===== src/rtl/instr_buffer.sv =====
// Instruction buffer: in-order FIFO of {word, bank} with show-ahead head and per-bank occupancy.
// Optional macro INSTR_BUF_BYPASS_EN adds a zero-latency pass-through when the buffer is empty.
module instr_buffer #(
   parameter int unsigned STREAM_WIDTH = 128,
   parameter int unsigned NUM_BANKS    = 16,
   parameter int unsigned DEPTH        = 8
) (
   input  logic                          clk,
   input  logic                          rst,
   input  logic                          flush,
   input  logic [STREAM_WIDTH-1:0]       idata_instr,
   input  logic                          idata_instr_valid,
   input  logic [$clog2(NUM_BANKS)-1:0]  instr_bank_counter,
   output logic                          idata_instr_ready,
   output logic [STREAM_WIDTH-1:0]       instr_out,
   output logic [$clog2(NUM_BANKS)-1:0]  instr_out_bank,
   output logic                          instr_out_valid,
   input  logic                          instr_out_ready,
   output logic [$clog2(DEPTH):0]        count,
   output logic                          full,
   output logic                          empty,
   output logic [NUM_BANKS-1:0]          bank_pending
);

   localparam int unsigned BW = $clog2(NUM_BANKS);
   localparam int unsigned PW = $clog2(DEPTH);
   localparam int unsigned CW = PW + 1;

   logic [STREAM_WIDTH-1:0] r_mem_word [DEPTH];
   logic [BW-1:0]           r_mem_bank [DEPTH];
   logic [PW-1:0]           r_wr_ptr;
   logic [PW-1:0]           r_rd_ptr;
   logic [CW-1:0]           r_count;
   logic [CW-1:0]           r_bank_cnt [NUM_BANKS];

   logic                    w_push;
   logic                    w_pop;
   logic                    w_bypass;
   logic                    w_store;
   logic                    w_drain;
   logic [NUM_BANKS-1:0]    w_bank_inc;
   logic [NUM_BANKS-1:0]    w_bank_dec;

   assign count             = r_count;
   assign full              = (r_count == CW'(DEPTH));
   assign empty             = (r_count == '0);
   assign idata_instr_ready = !full && !flush;
   assign w_push            = idata_instr_valid && idata_instr_ready;

`ifdef INSTR_BUF_BYPASS_EN
   // Empty buffer forwards the input straight to the head port.
   assign w_bypass        = empty && !flush;
   assign instr_out_valid = w_bypass ? idata_instr_valid : !empty;
   assign instr_out       = w_bypass ? idata_instr : r_mem_word[r_rd_ptr];
   assign instr_out_bank  = w_bypass ? instr_bank_counter : r_mem_bank[r_rd_ptr];
`else
   assign w_bypass        = 1'b0;
   assign instr_out_valid = !empty;
   assign instr_out       = r_mem_word[r_rd_ptr];
   assign instr_out_bank  = r_mem_bank[r_rd_ptr];
`endif

   assign w_pop   = instr_out_valid && instr_out_ready;
   // A bypassed word consumed in the same cycle never touches storage.
   assign w_store = w_push && !(w_bypass && instr_out_ready);
   assign w_drain = w_pop && !w_bypass;

   // Storage array; contents survive flush, only pointers are cleared.
   always_ff @(posedge clk) begin
      if (w_store) begin
         r_mem_word[r_wr_ptr] <= idata_instr;
         r_mem_bank[r_wr_ptr] <= instr_bank_counter;
      end
   end

   // Pointers and total occupancy.
   always_ff @(posedge clk) begin
      if (rst || flush) begin
         r_wr_ptr <= '0;
         r_rd_ptr <= '0;
         r_count  <= '0;
      end else begin
         if (w_store) r_wr_ptr <= r_wr_ptr + PW'(1);
         if (w_drain) r_rd_ptr <= r_rd_ptr + PW'(1);
         if (w_store && !w_drain)      r_count <= r_count + CW'(1);
         else if (w_drain && !w_store) r_count <= r_count - CW'(1);
      end
   end

   always_comb begin
      w_bank_inc                             = '0;
      w_bank_dec                             = '0;
      w_bank_inc[instr_bank_counter]         = w_store;
      w_bank_dec[r_mem_bank[r_rd_ptr]]       = w_drain;
   end

   // Per-bank occupancy; a push and pop on the same bank cancel.
   always_ff @(posedge clk) begin
      if (rst || flush) begin
         for (int b = 0; b < NUM_BANKS; b++) r_bank_cnt[b] <= '0;
      end else begin
         for (int b = 0; b < NUM_BANKS; b++) begin
            if (w_bank_inc[b] && !w_bank_dec[b])      r_bank_cnt[b] <= r_bank_cnt[b] + CW'(1);
            else if (w_bank_dec[b] && !w_bank_inc[b]) r_bank_cnt[b] <= r_bank_cnt[b] - CW'(1);
         end
      end
   end

   always_comb begin
      bank_pending = '0;
      for (int b = 0; b < NUM_BANKS; b++) bank_pending[b] = (r_bank_cnt[b] != '0);
   end

endmodule


===== config.mk =====
export PLATFORM = sky130hd
export DESIGN_NAME = instr_buffer
export DESIGN_NICKNAME = d
export VERILOG_FILES = /design/src/rtl/instr_buffer.sv
export SDC_FILE = /design/constraint.sdc
export NUM_CORES = 1
export LEC_CHECK = 0
export ABC_CLOCK_PERIOD_IN_PS = 21900
export CORE_MARGIN = 10
export CORE_UTILIZATION = 50
export DETAILED_ROUTE_END_ITERATION = 12
export GPL_TIMING_DRIVEN = 0
export HOLD_SLACK_MARGIN = 0.02
export PLACE_DENSITY_LB_ADDON = 0.1
export RECOVER_POWER = 25
export SLEW_MARGIN = 40
export SYNTH_ARGS = -nofsm -noshare
export SYNTH_HDL_FRONTEND = slang
export SYNTH_SLANG_ARGS = --single-unit

===== constraint.sdc =====
create_clock -name clk -period 21.9 [get_ports clk]
set_clock_uncertainty 0.05 [all_clocks]
set_input_delay 4.38 -clock clk [delete_from_list [all_inputs] [get_ports clk]]
set_output_delay 4.38 -clock clk [all_outputs]
set_load 0.005 [all_outputs]

==> results of run 1 <==
synthesized netlist by cell type, drive strengths merged, types with 2 or more instances:
library cell / instances
a211oi: 3
a21o: 15
a21oi: 28
a221oi: 5
a22o: 2
a22oi: 2
and2: 5
and3: 10
buf: 41
clkbuf: 48
clkinv: 2
dfxtp: 13
edfxtp: 1120
fa: 15
ha: 37
inv: 51
mux2: 129
mux2i: 16
mux4: 262
nand2: 25
nand2b: 5
nand3: 21
nand4: 7
nor2: 84
nor2b: 7
nor3: 14
nor3b: 2
nor4: 4
o21ai: 11
or3: 9
or4: 17
xnor2: 16
xor2: 31
path summary, 6_finish.rpt:
check | to | slack (ns) | cells past startpoint
setup reg to reg | r_mem_word[4][121] | 17.48 | 13
setup / recovery | idata_instr_ready | 11.98 | 3
hold reg to reg | r_rd_ptr[1] | 0.44 | 2
hold / removal | r_rd_ptr[1] | 0.44 | 2
metrics by stage:
step | cells | hold WS, ns | setup TNS [ns]
after CTS | 3911 | 0.448 | 0
after detailed placement | 3713 | 0.427 | 0
after floorplan | 2071 | 0.404 | 0
after global routing | 3913 | 0.474 | 0
after global placement | 3528 | 0.424 | -3190.58
final | 3918 | 0.443 | 0
per-layer routing:
layer / part of all wire, % / vias to the layer above / wire (µm)
li1: - / 9761 / -
met1: 40 / 11638 / 40800
met2: 52 / 648 / 53000
met3: 6.5 / 167 / 6690
met4: 2.0 / 22 / 2080
met5: 0.11 / - / 116
cell type report:
cell class,instances,area [µm²]
diodes,7,17.5
plain buffers,89,397
clock buffers,144,2960
clock inverters,54,412
fillers,6275,34200
inverters,53,200
multi-input cells,796,10400
flip-flops and latches,1133,33900
well taps,1165,1460
repair buffers,477,4730
power groups by stage:
| stage | Clock, W | Combinational, W | Sequential, W |
|---|---|---|---|
| detailed placement | 0 | 0.000288 | 0.00247 |
| CTS | 0.00183 | 0.000289 | 0.00242 |
| floorplan | 0 | 0.000134 | 0.00247 |
| global route | 0.00191 | 0.000305 | 0.00242 |
| global placement | 0 | 0.000273 | 0.00248 |
| finish | 0.00178 | 0.000280 | 0.00242 |
sequential cells by signal (all words and copies together), names as in the netlist, named ones only:
| name | count |
|---|---|
| r_bank_cnt | 64 |
| r_rd_ptr | 3 |
| r_mem_word | 1024 |
| count | 4 |
| r_mem_bank | 32 |
| r_wr_ptr | 3 |
cells by family (layout without fill, tap and decap cells):
group | Yosys count | after routing | synth area share, %
flops | 1133 | 1133 | 75.7
mux | 407 | 407 | 16.8
simple gates | 214 | 214 | 2.46
buf+inv | 142 | 817 | 1.29
compound gates | 76 | 76 | 1.11
fa+ha+maj | 52 | 52 | 1.70
xor+xnor | 47 | 47 | 0.919
other cells | 0 | 7 | 0
tightest hold or removal path: stages, from the launching register on:
cell and delay, ns:
dfxtp_1 0.31, nand2_1 0.05, a21oi_1 0.07
==> results.sh, run 1 <==
export IMPL_grt_overflow=0
export IMPL_worstSkewPairLatency_ns=0.66
export IMPL_leakage_nw=17.9
export IMPL_grt_max_degree=16
export IMPL_synth_seq_cells=1133
export IMPL_worst_path_buf_inv=2
export IMPL_synth_top_cells_by_area="edfxtp_1 75%, mux4_2 13%, mux2_2 3.2%"
export IMPL_synth_edf_count=1120
export IMPL_min_path_type="register to register"
export IMPL_coreArea_um2=88600
export IMPL_min_period_ns=9.92
export IMPL_syn_area_um2=44800
export IMPL_cp_end_kind="output pin"
export IMPL_num_vias=22236
export IMPL_antenna_found_initial=32
export IMPL_cpMaxStageDelayCell="clkdlybuf4s50_1"
export IMPL_synth_top_area_share_pct=75.1
export IMPL_timing_final_crit_share_pct=45.3
export IMPL_std_cell_rows=109
export IMPL_layout_common_cells="1120 x edfxtp_1, 262 x mux4_2, 211 x clkdlybuf4s50_1, 129 x mux2_2, 116 x buf_2"
export IMPL_post_cts_buffers=0
export IMPL_place_congestion=0.759
export IMPL_relSlewSlack_pct=42.3
export IMPL_rsz0062_at_grt="false"
export IMPL_wl_per_cell_um=26.2
export IMPL_hold_viol_final=0
export IMPL_cp_slowest_stage_delay_ns=0.51
export IMPL_die_w_um=319
export IMPL_port_buffer_count=292
export IMPL_final_util_pct=61.4
export IMPL_grt_busiest_layer="met2"
export IMPL_p_sw_share_pct=20.6
export IMPL_cts_tree="built"
export IMPL_syn_inst=2071
export IMPL_crit_family="buffers and inverters"
export IMPL_cts_buffer_depth=3
export IMPL_grt_pass1_wl_mm=154
export IMPL_cts_resized=0
export IMPL_dp_hpwl_mm=72.1
export IMPL_cts_htree_levels=3
export IMPL_final_nets=2852
export IMPL_pwr_share_seq_pct=54.0
export IMPL_critPathLaunch="flush"
export IMPL_globalRouteMet3Util_pct=4.45
export IMPL_maxSlewViolCount=0
export IMPL_post_route_cells_drive_above_1_share_pct=28.6
export IMPL_firstDrtPassIters=5
export IMPL_final_common_cell="edfxtp_1"
export IMPL_irDropWorstVdd_mv=0.0677
export IMPL_r2r_start="count[0]"
export IMPL_io_pins=293
export IMPL_cts_buffers=113
export IMPL_internal_power_w=0.00356
export IMPL_arrival_ns=5.49
export IMPL_cts_hold_buffers_added=0
export IMPL_path_class="input port to output pin"
export IMPL_global_route_usage_met1_pct=25.9
export IMPL_grt_pass1_vias=23724
export IMPL_setup_viol=0
export IMPL_required_ns=17.47
export IMPL_cp_max_fo=4
export IMPL_max_freq_mhz=101
export IMPL_wirelength_mm=103
export IMPL_grtUsageTotal_pct=20.2
export IMPL_synth_top_cell_by_area="edfxtp_1"
export IMPL_ys_types=65
export IMPL_syn_nets=2260
export IMPL_die_h_um=319
export IMPL_combinationalPowerShare_pct=6.3
export IMPL_finalInstanceArea_um2=54400
export IMPL_fin_ws_ns=11.98
export IMPL_yosysWarnings=0
export IMPL_synth_yosys_seq_area_share_pct=75.7
export IMPL_grtUsageMet2_pct=34.7
export IMPL_area_growth_pct=21.6
export IMPL_synth_main_ff_cell="edfxtp_1"
export IMPL_p_sw_w=0.000924
export IMPL_power_density_nw_per_um2=82.4
export IMPL_ant_nets=0
export IMPL_place_ws_ns=11.96
export IMPL_fin_total_pwr_w=0.00449
export IMPL_crit_top_cell="clkdlybuf4s50_1"
export IMPL_place_area_um2=51000
export IMPL_min_from="r_rd_ptr[1]"
export IMPL_power_frac_clock_pct=39.8
export IMPL_via_per_inst=5.68
export IMPL_tightest_slew_ns=0.865
export IMPL_die_area_um2=102000
export IMPL_cts_sinks=1133
export IMPL_drtIter0Drc=1721
export IMPL_start_kind="input port"
export IMPL_initial_core_util_pct=50.5
export IMPL_clkTransAtPathRegs_ns=0.06
export IMPL_drc=0
export IMPL_cts_root_buf="clkbuf_16"
export IMPL_syn_area_per_cell_um2=21.6
export IMPL_worstPathCellList="clkdlybuf4s50_1, nor2_1, clkdlybuf4s50_1"
export IMPL_status="completed"
export IMPL_max_cap_violations=0
export IMPL_async_reset_ff_share_pct=0
Note: power is estimated with default switching activity, not from simulation.
==> inputs of run 2 (changes only) <==
--- a/config.mk
+++ b/config.mk
@@ -5,7 +5,7 @@
 export SDC_FILE = /design/constraint.sdc
 export NUM_CORES = 1
 export LEC_CHECK = 0
-export ABC_CLOCK_PERIOD_IN_PS = 21900
+export ABC_CLOCK_PERIOD_IN_PS = 10200
 export CORE_MARGIN = 10
 export CORE_UTILIZATION = 50
 export DETAILED_ROUTE_END_ITERATION = 12
==> constraint.sdc (replaced) <==
create_clock -name clk -period 10.2 [get_ports clk]
set_clock_uncertainty 0.05 [all_clocks]
set_input_delay 2.04 -clock clk [delete_from_list [all_inputs] [get_ports clk]]
set_output_delay 2.04 -clock clk [all_outputs]
set_load 0.005 [all_outputs]
==> run 2 against run 1 <==
Effect of this change:
- non-clock buffer count decreased by 22
- core utilization rose by 0.25 points
- cell count fell by 0.23%
- setup slack worse by 7.7 ns
- combinational power increased by 120%
- design area rose by 0.41%
- die area stayed put
- total power up 120%
- clock power grew 130%
- first-iteration DRC count increased by 6.0%
- worst hold slack lost 0.00079 ns
- clock-buffer cell count grew 9
- critical path type is now register to output pin
- largest cell class unchanged
- largest power group unchanged
- highest routed layer unchanged
==> results.sh, run 2 (synthesis results as in run 1) <==
export IMPL_status="completed"
export IMPL_place_congestion=0.759
export IMPL_grtUsageTotal_pct=20.1
export IMPL_cts_sinks=1133
export IMPL_via_per_inst=5.68
export IMPL_r2r_cells=14
export IMPL_wl_per_cell_um=26.3
export IMPL_post_route_cells_drive_above_1_share_pct=28.5
export IMPL_max_freq_mhz=168
export IMPL_min_period_ns=5.94
export IMPL_cp_endpoint="instr_out[91]"
export IMPL_clkTransAtPathRegs_ns=0.06
export IMPL_dp_hpwl_mm=71.7
export IMPL_die_area_um2=102000
export IMPL_cts_buffers=114
export IMPL_coreArea_um2=88600
export IMPL_tightest_slew_ns=0.883
export IMPL_power_density_nw_per_um2=181
export IMPL_fin_tns_setup_ns=0
export IMPL_fill_cells=6228
export IMPL_rsz0062_at_grt="false"
export IMPL_r2r_end="r_bank_cnt[1][3]"
export IMPL_firstDrtPassIters=5
export IMPL_grt_max_degree=16
export IMPL_area_growth_pct=22.1
export IMPL_irDropWorstVdd_mv=0.139
export IMPL_min_path_type="register to register"
export IMPL_reg2reg_slack_ns=6.22
export IMPL_grt_overflow=0
export IMPL_arrival_ns=3.85
export IMPL_drtIter0Drc=1825
export IMPL_path_class="register to output pin"
export IMPL_largest_reg_flops=1024
export IMPL_cp_end_kind="output pin"
export IMPL_cp_max_fo=10
export IMPL_setup_viol=0
export IMPL_cts_hold_buffers_added=0
export IMPL_std_cell_rows=109
export IMPL_drc=0
export IMPL_maxSlewViolCount=0
export IMPL_wirelength_mm=103
export IMPL_die_h_um=319
export IMPL_cts_tree="built"
export IMPL_cts_htree_levels=3
export IMPL_timing_final_crit_share_pct=58.2
export IMPL_largest_register="r_mem_word"
export IMPL_relSlewSlack_pct=41.1
export IMPL_layout_common_cells="1120 x edfxtp_1, 262 x mux4_2, 205 x clkdlybuf4s50_1, 129 x mux2_2, 117 x clkbuf_16"
export IMPL_required_ns=8.11
export IMPL_grt_pass1_wl_mm=154
export IMPL_post_cts_buffers=0
export IMPL_num_vias=22208
export IMPL_hold_viol_final=0
export IMPL_antenna_found_initial=32
export IMPL_cts_resized=0
export IMPL_port_buffer_count=292
export IMPL_io_pins=293
export IMPL_hold_ws_ns=0.442
export IMPL_initial_core_util_pct=50.5
export IMPL_top_regs="r_mem_word x1024, r_bank_cnt x64, r_mem_bank x32"
export IMPL_grt_pass1_vias=23709
export IMPL_final_common_cell="edfxtp_1"
export IMPL_cts_root_buf="clkbuf_16"
export IMPL_final_nets=2831
export IMPL_die_w_um=319
export IMPL_cts_buffer_depth=3
export IMPL_max_cap_violations=0
export IMPL_leakage_nw=17.9
export IMPL_ant_nets=0
export IMPL_worstSkewPairLatency_ns=0.67
export IMPL_start_kind="register"
run 2: worst min-delay path by stage:
stage	start	to	slack [ns]	cells after the start
detailed placement	r_rd_ptr[1]	r_rd_ptr[1]	0.43	2
finish	r_rd_ptr[1]	register	0.44	2
global placement	r_rd_ptr[1]	r_rd_ptr[1]	0.43	2
floorplan	r_rd_ptr[1]	register	0.40	2
CTS	r_rd_ptr[1]	register	0.44	2
global route	r_rd_ptr[1]	register	0.47	2
run 2: cell type report:
class,count,area (µm²),area share [%]
multi-input combinational,796,10400,19.0
clock inverter,56,594,1.09
clock buffer,153,3070,5.62
inverter,53,200,0.366
buffer,89,395,0.723
timing repair buffer,455,4640,8.49
antenna,9,22.5,0.0412
tap,1165,1460,2.67
sequential,1133,33900,62.0
run 2: worst max-delay path, stage by stage, from the launching register on:
cell,delay (ns)
dfxtp_1,0.36
buf_2,0.35
buf_2,0.53
buf_1,0.67
mux4_2,0.41
mux2_2,0.28
clkdlybuf4s50_1,0.57
run 2: per-layer routing:
layer  GRT usage (%)  wire [µm]  vias to the layer above  part of all wire [%]
li1                -          -                     9718                     -
met1            25.8      42000                    11692                    41
met2            34.2      51800                      603                    50
met3            4.98       6700                      167                   6.5
met4            5.09       2060                       28                   2.0
met5               0        159                        -                  0.15
run 2: stage by stage:
step           setup slack [ns]  power, W  utilization (%)  instance area (µm²)  instances
6_report                   4.26   0.00989             61.7                54700       3909
5_1_grt                    4.09    0.0102             61.6                54600       3902
4_1_cts                    4.15    0.0100             61.6                54600       3900
3_5_place_dp               4.32   0.00592             57.5                51000       3691
3_3_place_gp             -12.87   0.00590             55.5                49200       3528
2_1_floorplan             -1.90   0.00559                -                44800       2071
run 2: power breakdown:
group | leakage (nW) | internal, W | switching, W
Sequential | 10.4 | 0.00518 | 0.0000245
Clock | 1.79 | 0.00238 | 0.00170
Combinational | 5.78 | 0.000314 | 0.000289
